`src/rtl/common.sv`:
```
// Core-wide architectural widths and address types.
package common;

  localparam int unsigned XLEN = 64;

  typedef logic [XLEN-1:0] addr_t;

endpackage

```
`src/rtl/pipes.sv`:
```
// Pipeline-register payloads shared between stages, plus fetch-stage helpers.
package pipes;

  import common::*;

  localparam int unsigned ILEN = 32;
  localparam logic [ILEN-1:0] NOP_INSTR = 32'h0000_0013;

  typedef struct packed {
    logic            valid;
    addr_t           pc;
    logic [ILEN-1:0] raw_instr;
    logic            misalign;
  } fetch_data_t;

  typedef enum logic [1:0] {
    FS_REQ,
    FS_WAIT,
    FS_HOLD
  } fetch_state_e;

  function automatic addr_t word_align(input addr_t a);
    return {a[XLEN-1:2], 2'b00};
  endfunction

endpackage

```
`src/rtl/fetch_skid_buf.sv`:
```
// One-entry holding register for a fetched word that the output register could not take.
module fetch_skid_buf
  import pipes::*;
(
  input  logic        clk,
  input  logic        reset,
  input  logic        load,
  input  logic        drain,
  input  logic        clear,
  input  fetch_data_t din,
  output fetch_data_t dout
);

  fetch_data_t data_q, data_d;

  always_comb begin
    data_d = data_q;
    if (clear) begin
      data_d = '0;
    end else if (load) begin
      data_d = din;
    end else if (drain) begin
      data_d = '0;
    end
  end

  always_ff @(posedge clk or posedge reset) begin
    if (reset) begin
      data_q <= '0;
    end else begin
      data_q <= data_d;
    end
  end

  assign dout = data_q;

endmodule

```
`src/rtl/fetch_stage.sv`:
```
// Instruction-fetch stage: owns the PC, one outstanding bus read, output register + skid.
// Optional FETCH_MISALIGN_CHECK_EN turns a misaligned PC into a flagged NOP instead of a bus read.
module fetch_stage
  import common::*, pipes::*;
#(
  parameter addr_t RESET_PC = 64'h8000_0000
) (
  input  logic            clk,
  input  logic            reset,
  output logic            ireq_valid,
  output addr_t           ireq_addr,
  input  logic            iresp_addr_ok,
  input  logic            iresp_data_ok,
  input  logic [ILEN-1:0] iresp_data,
  input  logic            stall,
  input  logic            redirect_valid,
  input  addr_t           redirect_pc,
  output fetch_data_t     out
);

  localparam addr_t PC_STEP = addr_t'(4);
`ifdef FETCH_MISALIGN_CHECK_EN
  localparam logic RESET_REQ = (RESET_PC[1:0] == 2'b00);
`else
  localparam logic RESET_REQ = 1'b1;
`endif

  fetch_state_e state_q, state_d;
  logic         discard_q, discard_d;
  addr_t        pc_q, pc_d;
  logic         ireq_valid_q, ireq_valid_d;
  addr_t        ireq_addr_q, ireq_addr_d;
  fetch_data_t  out_q, out_d;

  fetch_data_t  word, skid_data;
  logic         resp, accept, out_free, word_v, mis_emit, req_ok;
  logic         skid_load, skid_drain, skid_clear;

  // A response completes the transaction either in WAIT or same-cycle with acceptance in REQ.
  assign resp     = ((state_q == FS_WAIT) && iresp_data_ok) ||
                    ((state_q == FS_REQ) && ireq_valid_q && iresp_addr_ok && iresp_data_ok);
  assign accept   = (state_q == FS_REQ) && ireq_valid_q && iresp_addr_ok && !iresp_data_ok;
  assign out_free = !out_q.valid || !stall;

`ifdef FETCH_MISALIGN_CHECK_EN
  logic mis_done_q, mis_done_d;

  assign mis_emit = (state_q == FS_REQ) && !ireq_valid_q && !redirect_valid &&
                    (pc_q[1:0] != 2'b00) && !mis_done_q;
  assign req_ok   = (pc_d[1:0] == 2'b00);

  // Remembers that the parked misaligned PC already produced its flagged NOP.
  always_comb begin
    mis_done_d = mis_done_q;
    if (redirect_valid) begin
      mis_done_d = 1'b0;
    end else if (mis_emit) begin
      mis_done_d = 1'b1;
    end
  end

  always_ff @(posedge clk or posedge reset) begin
    if (reset) begin
      mis_done_q <= 1'b0;
    end else begin
      mis_done_q <= mis_done_d;
    end
  end
`else
  assign mis_emit = 1'b0;
  assign req_ok   = 1'b1;
`endif

  assign word = '{valid: 1'b1, pc: pc_q,
                  raw_instr: (mis_emit ? NOP_INSTR : iresp_data), misalign: mis_emit};

  always_ff @(posedge clk or posedge reset) begin
    if (reset) begin
      state_q      <= FS_REQ;
      discard_q    <= 1'b0;
      pc_q         <= RESET_PC;
      ireq_valid_q <= RESET_REQ;
      ireq_addr_q  <= word_align(RESET_PC);
      out_q        <= '0;
    end else begin
      state_q      <= state_d;
      discard_q    <= discard_d;
      pc_q         <= pc_d;
      ireq_valid_q <= ireq_valid_d;
      ireq_addr_q  <= ireq_addr_d;
      out_q        <= out_d;
    end
  end

  // Next state, PC and discard tracking; redirect outranks everything.
  always_comb begin
    state_d   = state_q;
    discard_d = discard_q;
    pc_d      = pc_q;
    word_v    = 1'b0;
    if (redirect_valid) begin
      pc_d = redirect_pc;
      if (resp) begin
        discard_d = 1'b0;
        state_d   = FS_REQ;
      end else if (state_q == FS_HOLD) begin
        state_d = FS_REQ;
      end else if (accept) begin
        discard_d = 1'b1;
        state_d   = FS_WAIT;
      end else if ((state_q == FS_WAIT) || ireq_valid_q) begin
        discard_d = 1'b1;
      end
    end else if (resp) begin
      if (discard_q) begin
        discard_d = 1'b0;
        state_d   = FS_REQ;
      end else begin
        word_v  = 1'b1;
        pc_d    = pc_q + PC_STEP;
        state_d = out_free ? FS_REQ : FS_HOLD;
      end
    end else if (accept) begin
      state_d = FS_WAIT;
    end else if ((state_q == FS_HOLD) && !stall) begin
      state_d = FS_REQ;
    end else if (mis_emit) begin
      word_v  = 1'b1;
      state_d = out_free ? FS_REQ : FS_HOLD;
    end
  end

  // Output register, skid controls and the next bus request.
  always_comb begin
    out_d        = out_q;
    skid_load    = 1'b0;
    skid_drain   = 1'b0;
    skid_clear   = 1'b0;
    ireq_valid_d = ireq_valid_q;
    ireq_addr_d  = ireq_addr_q;
    if (redirect_valid) begin
      out_d      = '0;
      skid_clear = 1'b1;
    end else if ((state_q == FS_HOLD) && !stall) begin
      out_d      = skid_data;
      skid_drain = 1'b1;
    end else if (word_v) begin
      if (out_free) begin
        out_d = word;
      end else begin
        skid_load = 1'b1;
      end
    end else if (!stall) begin
      out_d = '0;
    end
    // A raised request is frozen until the bus takes it, even across a redirect.
    if (!(ireq_valid_q && !iresp_addr_ok)) begin
      ireq_valid_d = (state_d == FS_REQ) && req_ok;
      ireq_addr_d  = word_align(pc_d);
    end
  end

  fetch_skid_buf u_skid (
    .clk   (clk),
    .reset (reset),
    .load  (skid_load),
    .drain (skid_drain),
    .clear (skid_clear),
    .din   (word),
    .dout  (skid_data)
  );

  assign ireq_valid = ireq_valid_q;
  assign ireq_addr  = ireq_addr_q;
  assign out        = out_q;

endmodule

```
`config.mk`:
```
export PLATFORM = sky130hd
export DESIGN_NAME = fetch_stage
export DESIGN_NICKNAME = d
export VERILOG_FILES = /design/src/rtl/common.sv /design/src/rtl/pipes.sv /design/src/rtl/fetch_skid_buf.sv /design/src/rtl/fetch_stage.sv
export SDC_FILE = /design/constraint.sdc
export NUM_CORES = 1
export LEC_CHECK = 0
export ABC_CLOCK_PERIOD_IN_PS = 20000
export BUFFER_PORTS_ARGS = -buffer_cell sky130_fd_sc_hd__buf_2
export CAP_MARGIN = 20
export CORE_MARGIN = 8
export CORE_UTILIZATION = 60
export CTS_CLUSTER_SIZE = 28
export DETAILED_ROUTE_END_ITERATION = 8
export PLACE_DENSITY = 0.85
export SLEW_MARGIN = 20
export SYNTH_ARGS = -nofsm -noshare
export SYNTH_HDL_FRONTEND = slang
export SYNTH_SLANG_ARGS = --single-unit
```
`constraint.sdc`:
```
create_clock -name clk -period 20 [get_ports clk]
set_input_delay 3 -clock clk [delete_from_list [all_inputs] [get_ports clk]]
set_output_delay 3 -clock clk [all_outputs]
set_load 0.005 [all_outputs]
```
# After elaboration in Yosys (flattened, before gate mapping)

Cells that the tools add are included.

Register bits after elaboration: 326
Latch bits: 0
Bits in writable memories: 0
ROM bits: 0
Input bits: 102
Output and inout port bits: 163
Logic and storage cells: 79
Memories kept: 0

$add $sub $neg: 1
Multiply operators: 0
Div/mod/pow operators: 0
Magnitude comparators: 0
Equal/unequal tests: 6
Shifts and indexed selects: 0
Mux-type cells: 36
Bitwise logic cells: 0
Reduce and logical (&&, ||, !) cells: 22

Operators by type and width:

| operator                | number |
|---|---|
| $mux W98                | 8 |
| $mux W64                | 3 |
| $add A64 B3 Y64 const B | 1 |
| $mux W2                 | 9 |
| $mux W1                 | 16 |
| $logic_and A1 B1 Y1     | 7 |
| $reduce_bool A3 Y1      | 2 |
| $logic_not A1 Y1        | 4 |
| $logic_not A2 Y1        | 2 |
| $ne A2 B2 Y1 const B    | 2 |
| $ne A4 B1 Y1 const B    | 1 |
| $ne A4 B3 Y1 const B    | 1 |
| $reduce_and A2 Y1       | 2 |
| $logic_or A1 B1 Y1      | 3 |
| $reduce_and A3 Y1       | 1 |
| $eq A2 B1 Y1 const B    | 1 |
| $eq A2 B2 Y1 const B    | 1 |
| $reduce_bool A2 Y1      | 1 |

# Logic depth before layout (Yosys ltp)

Depth in word-level cells: 12
Gate-level depth with buffers: 9
Mapped depth without buffers: 7

# Modules after synthesis

From an unflattened synthesis, not the netlist that was laid out.

Cell total of the unflattened synthesis: 1,332
Area total of the unflattened synthesis: 14,936.8 um^2

By module, submodules not included:

| module         | instances | cells an instance | area each (um^2) | sequential area each (um^2) |
|---|---|---|---|---|
| fetch_stage    | 1         | 1,098             | 11,303.3         | 5,709.2 |
| fetch_skid_buf | 1         | 234               | 3,633.5          | 2,452.4 |

# Worst setup path before layout

Ideal clock, no wire load.

Path kind: input to register
Start point: input iresp_data_ok
End point: register ireq_addr_q[17], in the netlist ireq_addr[17]
Setup time: 0.125 ns
Arrival time: 4.622 ns
Data required time: 19.875 ns
Slack: 15.254 ns
Cell stages on the path: 7
Buffers on the path: 1
Cells stage by stage: nand2b_1 clkbuf_1 nor4_2 nand4_1 xnor2_1 mux2_2 mux2_2

Cells in the longest elaborated chain, start to end: 4
Elaborated cells on any way between the ends: 5
Classes of those cells: mux (2); reduce/logical (3)

Ends and longest elaborated chain:

| item                                          | RTL line                             | RTL |
|---|---|---|
| from (decl)                                   | fetch_stage.sv:13                    | `input logic iresp_data_ok,` |
| $logic_and A1 B1 Y1, on equally long branches | fetch_stage.sv:40, fetch_stage.sv:41 |  |
| $logic_or A1 B1 Y1 *                          | fetch_stage.sv:40                    | `assign resp = ((state_q == FS_WAIT) && iresp_data_ok) \|\|` |
| $mux W64 *                                    | fetch_stage.sv:114                   | `end else if (resp) begin` |
| $mux W64 *                                    | fetch_stage.sv:101                   | `if (redirect_valid) begin` |
| named net pc_d[17]                            | fetch_stage.sv:30                    | `addr_t pc_q, pc_d;` |
| to (signal assigned)                          | fetch_stage.sv:83                    | `ireq_addr_q <= word_align(RESET_PC);` |
| to (signal assigned)                          | fetch_stage.sv:90                    | `ireq_addr_q <= ireq_addr_d;` |
| to (decl)                                     | fetch_stage.sv:32                    | `addr_t ireq_addr_q, ireq_addr_d;` |

The timed path passes the listed nets; every way through them passes the cells marked *. The select of a mux whose other input is x is not followed.
A chain may end at the register's enable or synchronous reset.

# Worst setup path in the final report

Start point: input iresp_addr_ok
End point: register out_q, in the netlist out[25]

Cells in the longest elaborated chain, start to end: 8
Elaborated cells on any way between the ends: 11
Classes of those cells: eq/ne (2); mux (5); reduce/logical (4)

Ends and longest elaborated chain:

| item                               | RTL line           | RTL |
|---|---|---|
| from (decl)                        | fetch_stage.sv:12  | `input logic iresp_addr_ok,` |
| $logic_and A1 B1 Y1 * (2 in a row) | fetch_stage.sv:41  | `((state_q == FS_REQ) && ireq_valid_q && iresp_addr_ok && iresp_data_ok);` |
| $logic_or A1 B1 Y1 *               | fetch_stage.sv:40  |  |
| $mux W1 *                          | fetch_stage.sv:114 |  |
| $mux W1 *                          | fetch_stage.sv:101 |  |
| $mux W98                           | fetch_stage.sv:147 | `end else if (word_v) begin` |
| $mux W98                           | fetch_stage.sv:144 | `end else if ((state_q == FS_HOLD) && !stall) begin` |
| $mux W98                           | fetch_stage.sv:141 | `if (redirect_valid) begin` |
| to (signal assigned)               | fetch_stage.sv:91  | `out_q <= out_d;` |
| to (decl)                          | fetch_stage.sv:33  | `fetch_data_t out_q, out_d;` |

Every way passes the cells marked *; elsewhere a longest branch is shown, timed or not.

==> impl_metrics.csv <==
group,metric,value,unit
clock_network,inserted_clock_buffers,34,
power,power.density,94.0,nW/um2
yosys,share_of_synthesized_area_occupied_by_flip_flops_and_latches,56.3,%
yosys,netlist_instances,1314,
sta,final_max_tran_viols,0,
placed_design,gp_routability_congestion,0.933,
power,irDropWorstVdd,0.0725,mV
routing,finalWirelength,41600,um
routing,detail_route.first_pass.iterations,9,
yosys,top_post_synthesis_cells_by_area,"sky130_fd_sc_hd__dfrtp_1 56%, sky130_fd_sc_hd__a22o_1 5.7%, sky130_fd_sc_hd__o31ai_1 5.5%, sky130_fd_sc_hd__a22oi_1 4.9%, sky130_fd_sc_hd__nand2_1 4.3%",
sta,fmax,0.180,GHz
finish,layout-drive-gt1-share,26.2,%
critical_path,cp_max_fo,106,
critical_path,timing.critical_path.required,20.39,ns
global_routing,grt_overflow,0,
yosys,synth-compound-area-share,20.1,%
clock_network,clk_root_buffer_cell,"sky130_fd_sc_hd__clkbuf_16",
sta,setup-tns-final,0,ns
critical_path,critical-path-max-stage-delay,0.90,ns
die,die_area,29200,um2
sta,worstMarginPinSlew,1.14,ns
critical_path,worstSetupPathType,"input pin to flop",
routing,via_count,12000,
sta,timing_hold_violations_final,0,
clock_network,ctsResizeCount,0,
clock_network,hold_bufs_inserted_after_cts,0,
clock_network,largest_buffer_count_on_any_clock_path,3,
routing,drt-initial-drc-count,1937,
routing,drt-vias-per-instance,6.48,
critical_path,path_delay_family,"compound AO/OA/AOI/OAI gates",
run,drv.max_cap_violation_count,0,
yosys,synthMostInstantiatedCell,"sky130_fd_sc_hd__dfrtp_1",
yosys,post_syn_area,14400,um2
clock_network,cts-htree-levels,2,
die,chipHeight,171,um
critical_path,crit_path_start_kind,"input pin",
placed_design,hpwl,26300,um
die,initial_util,61.2,%
yosys,yosysWarnings,0,
yosys,ys_dominant_reg_cell,"sky130_fd_sc_hd__dfrtp_1",
clock_network,clkTransAtPathRegs,0.06,ns
finish,fillers,1627,
yosys,avg_cell_area_syn,11.0,um2
die,pin_count,265,
finish,finalNetCount,1606,
sta,minimum_clock_period_after_layout,5.55,ns
finish,final_instance_area,17100,um2
power,post-layout-total-power,1.60,mW
sta,timing.final.setup_violations,0,
critical_path,endpoint_kind,"flop",
global_routing,grt_start_max_net_pins,164,
critical_path,cp.buffers_inverters,2,
sta,unrepaired_setup_endpoints_after_global_routing,"no",
yosys,synth_xor_area_share,3.34,%
die,fp.coreArea,23500,um2
global_routing,first_pass_grt_wire_length,65000,um
yosys,synth_enable_flop_cells,0,
power,leakagePower,7.87,nW
die,die_width,171,um
yosys,largest_family_of_logic_cells_by_synthesized_area,"compound AO/OA/AOI/OAI gates",
yosys,synth_largest_area_cell,"sky130_fd_sc_hd__dfrtp_1",
clock_network,post-cts-setup-buffers,0,
critical_path,arrival,5.94,ns
sta,post-route-period-util,27.7,%
yosys,synth-seq-cells,324,
min_path,hold_path.class,"flop to flop",
clock_network,clkSinkCount,324,
global_routing,grt_antenna_before_repair,2,
placed_design,port_buffers,261,
outcome,outcome,"complete, no violations",
critical_path,cell_with_the_biggest_individual_delay_on_the_critical_path,"sky130_fd_sc_hd__buf_4",
yosys,synth_common_cells,"321 x sky130_fd_sc_hd__dfrtp_1, 165 x sky130_fd_sc_hd__nand2_1, 105 x sky130_fd_sc_hd__o31ai_1",
placed_design,cell_area_reported_after_detailed_placement,15800,um2
clock_network,clock_insertion_delay_worst_skew,0.52,ns
sta,slew_headroom,23.8,%
yosys,synth_top_area_share,55.7,%
global_routing,number_of_global_route_vias_before_repair,11600,
clock_network,tritoncts,"done",
sta,final_worst_clock_skew,0.0176,ns
global_routing,grt_use_total,27.7,%
yosys,async_flop_share,100,%
routing,wl_per_cell,22.5,um
finish,post_route_core_utilization,72.4,%
routing,drc_violations_left,0,
finish,area.growth.synth_to_final,18.3,%
yosys,synth-adder-area-share,0.0868,%
yosys,post_synth_and_or_nand_nor_area_fraction,12.7,%
yosys,post_synth_num_cell_types,50,
routing,route.antenna.remaining_nets,0,
yosys,muxShareOfSynthArea,3.80,%
critical_path,cp_cell_sequence,"buf_2 -> a21oi_1 -> or3_1 -> o21a_4 -> buf_4 -> nand2_1 -> o31ai_1",
die,placementRows,56,
## per-stage QoR
| stage | hold slack [ns] | cells | setup WS [ns] |
|---|---|---|---|
| detailed placement | 0.461 | 1785 | 14.08 |
| global route | 0.488 | 1848 | 14.23 |
| global placement | 0.455 | 1785 | 14.20 |
| floorplan | 0.450 | 1316 | 8.04 |
| CTS | 0.475 | 1846 | 14.54 |
| finish | 0.470 | 1848 | 14.45 |
## worst paths after layout
| kind | from | endpoint | slack (ns) | cells after the start |
|---|---|---|---|---|
| max in group asynchronous | reset | u_skid.dout[78]$_DFFE_PP0P_ | 15.93 | 3 |
| min in group asynchronous | reset | out[21]$_DFFE_PP0P_ | 2.64 | 2 |
| max reg2reg | state_q[0]$_DFF_PP0_ | out[25]$_DFFE_PP0P_ | 16.60 | 6 |
| max | iresp_addr_ok | out[25]$_DFFE_PP0P_ | 14.45 | 7 |
| min reg2reg | out[96]$_DFFE_PP0P_ | out[96]$_DFFE_PP0P_ | 0.47 | 2 |
| min | out[96]$_DFFE_PP0P_ | out[96]$_DFFE_PP0P_ | 0.47 | 2 |
## placed cells by master (no fill, tap or decap), types with 28 or more instances in the layout
cell / instances
sky130_fd_sc_hd__xor2_1: 28
sky130_fd_sc_hd__a22o_1: 94
sky130_fd_sc_hd__o21ai_0: 30
sky130_fd_sc_hd__clkbuf_16: 37
sky130_fd_sc_hd__dfrtp_1: 321
sky130_fd_sc_hd__o31ai_1: 105
sky130_fd_sc_hd__nand3_1: 30
sky130_fd_sc_hd__mux2_2: 46
sky130_fd_sc_hd__nor2_1: 61
sky130_fd_sc_hd__nand2_1: 165
sky130_fd_sc_hd__buf_2: 260
sky130_fd_sc_hd__a22oi_1: 95
sky130_fd_sc_hd__and3_1: 29
## kinds of logic (layout without fill, tap and decap cells)
| group | after synthesis | count (layout) |
|---|---|---|
| other cells | 1 | 4 |
| simple gates | 373 | 373 |
| mux | 49 | 49 |
| fa+ha+maj | 1 | 1 |
| compound gates | 378 | 378 |
| buf+inv | 133 | 345 |
| flops | 324 | 324 |
| xor+xnor | 55 | 55 |
## layout make-up
class | instances | area [um2] | area share, %
clock buffers | 51 | 1090 | 6.38
clock inverters | 10 | 153 | 0.895
inverters | 10 | 50.0 | 0.293
well taps | 319 | 399 | 2.34
flip-flops and latches | 324 | 8110 | 47.6
repair buffers | 274 | 1430 | 8.39
multi-input cells | 859 | 5820 | 34.1
diodes | 1 | 2.50 | 0.0147
## layer usage
| metal | vias to the layer above | track usage (%) | part of all wire [%] |
|---|---|---|---|
| met2 | 743 | 40.8 | 44 |
| li1 | 5235 | - | - |
| met4 | 2 | 7.94 | 2.3 |
| met3 | 93 | 6.11 | 11 |
| met5 | - | 0 | 0.031 |
| met1 | 5911 | 40.7 | 43 |
## flip-flops by register name (all words and copies together), names as in the netlist
| name | flops |
|---|---|
| discard_q | 1 |
| ireq_addr | 62 |
| ireq_valid | 1 |
| out | 97 |
| pc_q | 64 |
| state_q | 2 |
| u_skid.dout | 97 |
## worst reg2reg max path: stages, from the launching register on
cell,delay (ns)
sky130_fd_sc_hd__dfrtp_1,0.47
sky130_fd_sc_hd__a21oi_1,0.52
sky130_fd_sc_hd__or3_1,0.25
sky130_fd_sc_hd__o21a_4,0.72
sky130_fd_sc_hd__buf_4,0.95
sky130_fd_sc_hd__nand2_1,0.24
sky130_fd_sc_hd__o31ai_1,0.13
## power by group
part,internal [mW],switching [mW]
registers,0.696,0.0478
logic,0.0696,0.102
clock network,0.428,0.260
Note: power is estimated with default switching activity, not from simulation.
